===== src/rtl/truth_table_sequencer.sv =====
// Built-in self-test sequencer: sweeps every WIDTH-bit input vector through an
// external combinational datapath, captures the response into a truth table and
// compares it against the golden EXPECTED pattern.
module truth_table_sequencer #(
  parameter int unsigned              WIDTH    = 3,
  parameter int unsigned              SETTLE   = 1,
  parameter logic [(2**WIDTH)-1:0]    EXPECTED = 8'h41
) (
  input  logic                   clk,
  input  logic                   rst,
  input  logic                   start,
  output logic [WIDTH-1:0]       data_out,
  input  logic                   f_in,
  output logic                   busy,
  output logic                   done,
  output logic [(2**WIDTH)-1:0]  table_out,
  output logic [(2**WIDTH)-1:0]  err_mask,
  output logic                   pass
);

  localparam int unsigned NV = 2**WIDTH;
  // Counter only ever holds 0..SETTLE, so it is sized for SETTLE and never wraps.
  localparam int unsigned CW = (SETTLE < 1) ? 1 : $clog2(SETTLE + 1);
  localparam logic [WIDTH-1:0] LAST_VEC = '1;
  localparam logic [CW-1:0]    SETTLE_V = CW'(SETTLE);

  typedef enum logic [1:0] {
    IDLE   = 2'd0,
    HOLD   = 2'd1,
    SAMPLE = 2'd2,
    FINISH = 2'd3
  } state_t;

  state_t           state_q,    state_d;
  logic [WIDTH-1:0] data_out_q, data_out_d;
  logic [CW-1:0]    cnt_q,      cnt_d;
  logic             busy_q,     busy_d;
  logic             done_q,     done_d;
  logic [NV-1:0]    table_q,    table_d;
  logic [NV-1:0]    err_q,      err_d;
  logic             pass_q,     pass_d;

  always_comb begin
    state_d    = state_q;
    data_out_d = data_out_q;
    cnt_d      = cnt_q;
    busy_d     = busy_q;
    done_d     = 1'b0;
    table_d    = table_q;
    err_d      = err_q;
    pass_d     = pass_q;

    case (state_q)
      IDLE: begin
        if (start) begin
          state_d    = HOLD;
          data_out_d = '0;
          cnt_d      = SETTLE_V;
          table_d    = '0;
          busy_d     = 1'b1;
          err_d      = '0;
          pass_d     = 1'b0;
        end
      end

      HOLD: begin
        if (cnt_q != '0) begin
          cnt_d = cnt_q - CW'(1);
        end else begin
          state_d = SAMPLE;
        end
      end

      SAMPLE: begin
        table_d[data_out_q] = f_in;
        if (data_out_q == LAST_VEC) begin
          state_d = FINISH;
          done_d  = 1'b1;
        end else begin
          data_out_d = data_out_q + WIDTH'(1);
          cnt_d      = SETTLE_V;
          state_d    = HOLD;
        end
      end

      FINISH: begin
        busy_d     = 1'b0;
        err_d      = table_q ^ EXPECTED;
        pass_d     = (table_q == EXPECTED);
        data_out_d = '0;
        state_d    = IDLE;
      end

      default: state_d = IDLE;
    endcase
  end

  always_ff @(posedge clk) begin
    if (rst) begin
      state_q    <= IDLE;
      data_out_q <= '0;
      cnt_q      <= '0;
      busy_q     <= 1'b0;
      done_q     <= 1'b0;
      table_q    <= '0;
      err_q      <= '0;
      pass_q     <= 1'b0;
    end else begin
      state_q    <= state_d;
      data_out_q <= data_out_d;
      cnt_q      <= cnt_d;
      busy_q     <= busy_d;
      done_q     <= done_d;
      table_q    <= table_d;
      err_q      <= err_d;
      pass_q     <= pass_d;
    end
  end

  assign data_out  = data_out_q;
  assign busy      = busy_q;
  assign done      = done_q;
  assign table_out = table_q;
  assign err_mask  = err_q;
  assign pass      = pass_q;

endmodule


===== config.mk =====
export PLATFORM = sky130hd
export DESIGN_NAME = truth_table_sequencer
export DESIGN_NICKNAME = d
export VERILOG_FILES = /design/src/rtl/truth_table_sequencer.sv
export SDC_FILE = /design/constraint.sdc
export NUM_CORES = 1
export LEC_CHECK = 0
export CAP_MARGIN = 30
export CORE_MARGIN = 2
export CORE_UTILIZATION = 35
export CTS_CLUSTER_SIZE = 25
export DETAILED_ROUTE_END_ITERATION = 10
export GPL_TIMING_DRIVEN = 0
export HOLD_SLACK_MARGIN = 0.02
export PLACE_DENSITY_LB_ADDON = 0.25
export SLEW_MARGIN = 25
export SYNTH_ARGS = -nofsm -noshare
export SYNTH_HDL_FRONTEND = slang
export SYNTH_SLANG_ARGS = --single-unit
export TNS_END_PERCENT = 20

===== constraint.sdc =====
create_clock -name clk -period 1.8 [get_ports clk]
set_clock_uncertainty 0.1 [all_clocks]
set_input_delay 0.18 -clock clk [delete_from_list [all_inputs] [get_ports clk]]
set_output_delay 0.18 -clock clk [all_outputs]
set_load 0.05 [all_outputs]

==> flow_summary_export.csv, run 1 <==
group,metric,value,unit
outcome,status,"completed",
timing,rsz0062_at_grt,"false",
logic_synthesis,synth_warnings,0,
logic_synthesis,syn_area,0.00125,mm2
route,wl_per_cell,14.6,um
timing,max_freq,578,MHz
clock_network,tritoncts,"yes",
setup_path,endpoint_kind,"primary output",
clock_network,numCtsBuffers,3,
place,place_ws,-0.00957,ns
finish,nNetsFinal,176,
timing,period_share,96.2,%
global_routing,grt_pass1_vias,1046,
timing,final_hold_viol_count,0,
clock_network,postCtsSetupRepairBufs,0,
logic_synthesis,synth_edf_count,0,
route,dr_total_vias,1122,
finish,layout.cells.non_filler,209,
route,drc,0,
route,vias_per_cell,5.37,
logic_synthesis,ys_seq_elements,25,
place,dp_hpwl,2210,um
die,die_w,63.7,um
pwr,p_seq_share,39.4,%
timing,worst_pin_slew,0.526,ns
flow_run,maxCapViolCount,0,
global_routing,grt_overflow,0,
timing,slew_viol_final,0,
place,io_buffers,25,
setup_path,r2r_slack,0.14,ns
finish,final_cell_area,0.00161,mm2
die,die_y,63.7,um
setup_path,path_class,"reg2out",
pwr,p_switching,0.687,mW
die,floorplan.initialDensity,36.8,%
die,die-area,0.00406,mm2
route,wl,3040,um
finish,final_common_cell,"dfxtp_1",
finish,num_antenna_cells,0,
logic_synthesis,syn_avg_cell_area,9.25,um2
place,dp_cells,206,
place,postPlaceCellArea,0.00156,mm2
hold_path,hold_path_class,"reg2reg",
setup_path,crit_path_max_incr_delay,0.79,ns
timing,setup_viol,0,
die,core_area,0.00339,mm2
global_routing,antenna_found_initial,0,
pwr,p_int,0.973,mW
setup_path,cp_num_buf_inv,1,
pwr,report.power.total,1.66,mW
global_routing,grt_pass1_wl,5000,um
logic_synthesis,async_reset_ff_share,0,%
place,gp_congestion,0.758,
setup_path,path_cells,"clkdlybuf4s50_1",
setup_path,cp_data_required_time,1.52,ns
clock_network,cts.sinks,25,
route,drt-pass1-iter-count,4,
setup_path,critPathMaxFanout,1,
clock_network,cts_root_buf,"clkbuf_4",
timing,holdWs,0.396,ns
pwr,ir_drop,917,uV
timing,relSlewSlack,64.9,%
route,ant_nets,0,
logic_synthesis,ys_seq_area_share,40.1,%
clock_network,clockBufferDepth,2,
finish,fill_cells,331,
die,row_count,21,
clock_network,clk_pin_slew,0.14,ns
die,io_pins,26,
timing,fin_ws,0.0686,ns
timing,min_period,1.73,ns
route,drtIter0Drc,57,
clock_network,clkLatencyLatePin,0.34,ns
pwr,comb_power_share,44.0,%
pwr,p_clk_share,16.6,%
logic_synthesis,ys_types,36,
clock_network,h-tree-depth,1,
setup_path,crit_family,"buffers and inverters",
setup_path,worstPathArrival,1.45,ns
setup_path,crit_path_top_delay_cell,"clkdlybuf4s50_1",
logic_synthesis,dominantRegCellSynth,"dfxtp_1",
finish,drive_gt1_share,9.20,%
pwr,pwr_density_cell,1030,mW/mm2
finish,mostFrequentLayoutCells,"dfxtp_1, dlygate4sd2_1, nor2_1",
logic_synthesis,synth_cells,135,
setup_path,start_kind,"register",
finish,syn2layout_area_growth,28.6,%
pwr,power.share.switching,41.4,%
global_routing,grt_use_total,15.7,%
logic_synthesis,synth_nets,147,
global_routing,grt_max_degree,16,
pwr,p_leak,0.774,nW
-- flip-flops by register name, summed over array words and instances (netlist names) --
signal,flops
err_mask,8
table_out,8
data_out,3
state_q,2
busy,1
cnt_q,1
done,1
pass,1
-- final cells by class --
cell class / count / area, um2 / share of cell area, %
Tap cell: 46 / 57.6 / 3.59
Clock buffer: 3 / 22.5 / 1.40
Inverter: 8 / 30.0 / 1.87
Clock inverter: 1 / 7.51 / 0.468
Timing Repair Buffer: 25 / 258 / 16.1
Buffer: 9 / 37.5 / 2.34
Multi-Input combinational cell: 92 / 689 / 42.9
Sequential cell: 25 / 503 / 31.3
-- cell families after synthesis --
logic type	count (synthesis)	synth area share (%)
buf+inv	18	5.61
flops	25	40.1
simple gates	45	20.6
mux	2	1.60
compound gates	37	24.0
fa+ha+maj	8	8.02
-- path summary, 6_finish.rpt --
kind                            depth (start not counted)  startpoint      endpoint
worst max-delay path                                    1        done          done
worst min-delay path                                    1       cnt_q         cnt_q
worst max register to register                          6  state_q[0]  table_out[3]
worst min register to register                          1       cnt_q         cnt_q
-- what timing repair did --
action	4_1_cts	5_1_grt
pin swaps	0	0
gates cloned	0	0
hold buffers	0	0
hold endpoints to repair	0	0
endpoints found under the setup margin	13	25
gates resized for setup	13	13
-- synth_stat cells, types with 2 or more instances --
master      n  area share (%)
dfxtp_1    25              40
nor2_1     11             3.3
a32oi_1     8             5.6
ha_1        8             8.0
inv_1       8             2.4
clkbuf_1    7             2.1
nand2b_1    6             3.0
o22ai_1     6             3.0
a32o_1      4             3.2
nand2_1     4             1.2
nor2b_1     4             2.0
nor3_1      4             1.6
o32ai_1     4             2.8
and3b_1     3             2.1
nand3_1     3             1.2
nor3b_1     3             1.8
a21oi_1     2            0.80
a311oi_1    2             1.4
a31oi_1     2             1.0
buf_2       2            0.80
mux2i_1     2             1.6
o22a_1      2             1.4
o2bb2ai_1   2             1.4
-- metrics by stage --
| stage | TNS (ns) | utilization [%] |
|---|---|---|
| after floorplan | 0 | - |
| after global placement | 0 | 46.1 |
| after detailed placement | -0.0483 | 46.1 |
| after CTS | 0 | 46.5 |
| after global routing | 0 | 47.4 |
| final | 0 | 47.4 |
-- metal layers --
layer,vias up,part of all wire (%),GRT usage [%]
met3,4,2.4,3.17
met5,-,0,0
li1,564,-,-
met2,14,50,26.4
met1,540,46,19.7
met4,0,1.4,5.71
-- power by group through the flow --
| stage | clock (mW) | sequential (mW) | combinational (mW) |
|---|---|---|---|
| 3_5_place_dp | 0 | 0.664 | 0.721 |
| 5_1_grt | 0.312 | 0.663 | 0.808 |
| 6_report | 0.275 | 0.655 | 0.730 |
| 4_1_cts | 0.287 | 0.651 | 0.721 |
| 3_3_place_gp | 0 | 0.660 | 0.693 |
| 2_1_floorplan | 0 | 0.725 | 0.472 |
No activity file was read; power rests on OpenSTA's default activity.
==> run 2, diff against run 1 <==
Settings changed: CORE_MARGIN 2 to default.
==> flow_summary_export.csv, run 2 (synthesized netlist as in run 1, its figures left out) <==
group,metric,value,unit
outcome,status,"completed",
route,wl,2980,um
global_routing,antenna_found_initial,0,
timing,worst_pin_slew,0.513,ns
pwr,pwr_density_cell,1030,mW/mm2
setup_path,path_cells,"clkdlybuf4s50_1",
setup_path,critPathMaxFanout,2,
pwr,ir_drop,745,uV
die,row_count,21,
place,io_buffers,25,
clock_network,cts_hold_buf,0,
timing,setup_viol,0,
setup_path,r2r_start,"state_q[1]",
die,die_w,61.7,um
die,core_area,0.00339,mm2
route,drt-pass1-iter-count,4,
timing,period_share,97.4,%
setup_path,crit_path_top_delay_cell,"clkdlybuf4s50_1",
clock_network,cts_resized,13,
flow_run,maxCapViolCount,0,
place,gp_congestion,0.810,
clock_network,clkLatencyLatePin,0.33,ns
route,ant_nets,0,
route,drc,0,
clock_network,clk_pin_slew,0.14,ns
hold_path,hp-start,"cnt_q",
timing,relSlewSlack,65.8,%
pwr,p_leak,0.767,nW
clock_network,cts_root_buf,"clkbuf_4",
timing,slew_viol_final,0,
finish,num_antenna_cells,0,
global_routing,grt_overflow,0,
finish,syn2layout_area_growth,28.7,%
timing,fin_tns_setup,0,ns
global_routing,grt_pass1_vias,1038,
timing,final_hold_viol_count,0,
setup_path,crit_path_max_incr_delay,0.80,ns
setup_path,startpoint,"err_mask[2]",
clock_network,clockBufferDepth,2,
timing,max_freq,570,MHz
die,io_pins,26,
finish,nNetsFinal,176,
clock_network,tritoncts,"yes",
place,dp_hpwl,2220,um
clock_network,numCtsBuffers,3,
finish,final_common_cell,"dfxtp_1",
timing,min_period,1.75,ns
global_routing,grt_max_degree,16,
global_routing,grt_pass1_wl,4670,um
global_routing,grt_use_total,16.8,%
clock_network,cts.sinks,25,
setup_path,crit_family,"buffers and inverters",
place,dp_cells,206,
setup_path,path_class,"reg2out",
finish,layout.cells.non_filler,209,
clock_network,postCtsSetupRepairBufs,0,
hold_path,hold_path_class,"reg2reg",
route,wl_per_cell,14.3,um
route,dr_total_vias,1140,
die,die-area,0.00381,mm2
route,drtIter0Drc,30,
clock_network,h-tree-depth,1,
route,vias_per_cell,5.45,
setup_path,endpoint_kind,"primary output",
setup_path,cp_data_required_time,1.52,ns
finish,drive_gt1_share,8.59,%
die,die_y,61.7,um
setup_path,cp_num_buf_inv,1,
setup_path,worstPathArrival,1.47,ns
setup_path,start_kind,"register",
finish,mostFrequentLayoutCells,"dfxtp_1, nor2_1, dlygate4sd2_1",
die,floorplan.initialDensity,36.8,%
timing,rsz0062_at_grt,"false",
## run 2: cell types whose count changed in the layout (fill, tap and decap cells not counted)
cell and change:
ha_1 -1, ha_2 +1, dlygate4sd2_1 -1, dfxtp_1 +2
dfxtp_2 -2, clkdlybuf4s50_1 +1
## run 2: worst reg2reg max path: stages (launching register included)
cell	delay, ns
dfxtp_1	0.48
inv_1	0.12
ha_2	0.24
a21o_1	0.18
buf_2	0.17
o22a_1	0.21
o32ai_1	0.12
## run 2: report_power, final
group	internal (mW)	switching, mW	leakage, nW
logic	0.281	0.458	0.551
clock network	0.0851	0.181	0.0139
registers	0.604	0.0500	0.202
total	0.970	0.689	0.767
## run 2: per-layer routing
layer	vias to the layer above	part of all wire (%)	track usage, %
met2	33	51	30.9
met1	541	43	19.5
li1	562	-	-
met5	-	0	0
met3	4	4.6	3.73
met4	0	1.3	5.08
## run 2: final timing paths
path                   to  slack [ns]  cells past startpoint
max           err_mask[2]        0.05                      1
min                 cnt_q        0.40                      1
max reg2reg  table_out[0]        0.10                      6
min reg2reg         cnt_q        0.40                      1
## run 2: cell type report
cell class / instances / area [um2]
multi-input combinational: 92 / 692
tap: 46 / 57.6
clock inverter: 1 / 7.51
buffer: 9 / 37.5
sequential: 25 / 500
fill: 343 / 1780
timing repair buffer: 25 / 259
inverter: 8 / 30.0
clock buffer: 3 / 22.5
## run 2: per-stage QoR
| step | worst slack, ns | hold slack [ns] | area, um2 | power (mW) | utilization, % |
|---|---|---|---|---|---|
| 2_1_floorplan | 0.0882 | 0.232 | 1250 | 1.20 | - |
| 3_3_place_gp | 0.0278 | 0.355 | 1560 | 1.35 | 46.1 |
| 3_5_place_dp | -0.0111 | 0.368 | 1560 | 1.38 | 46.1 |
| 4_1_cts | 0.00672 | 0.402 | 1580 | 1.66 | 46.7 |
| 5_1_grt | 0.00115 | 0.423 | 1610 | 1.76 | 47.4 |
| 6_report | 0.0461 | 0.396 | 1610 | 1.66 | 47.4 |
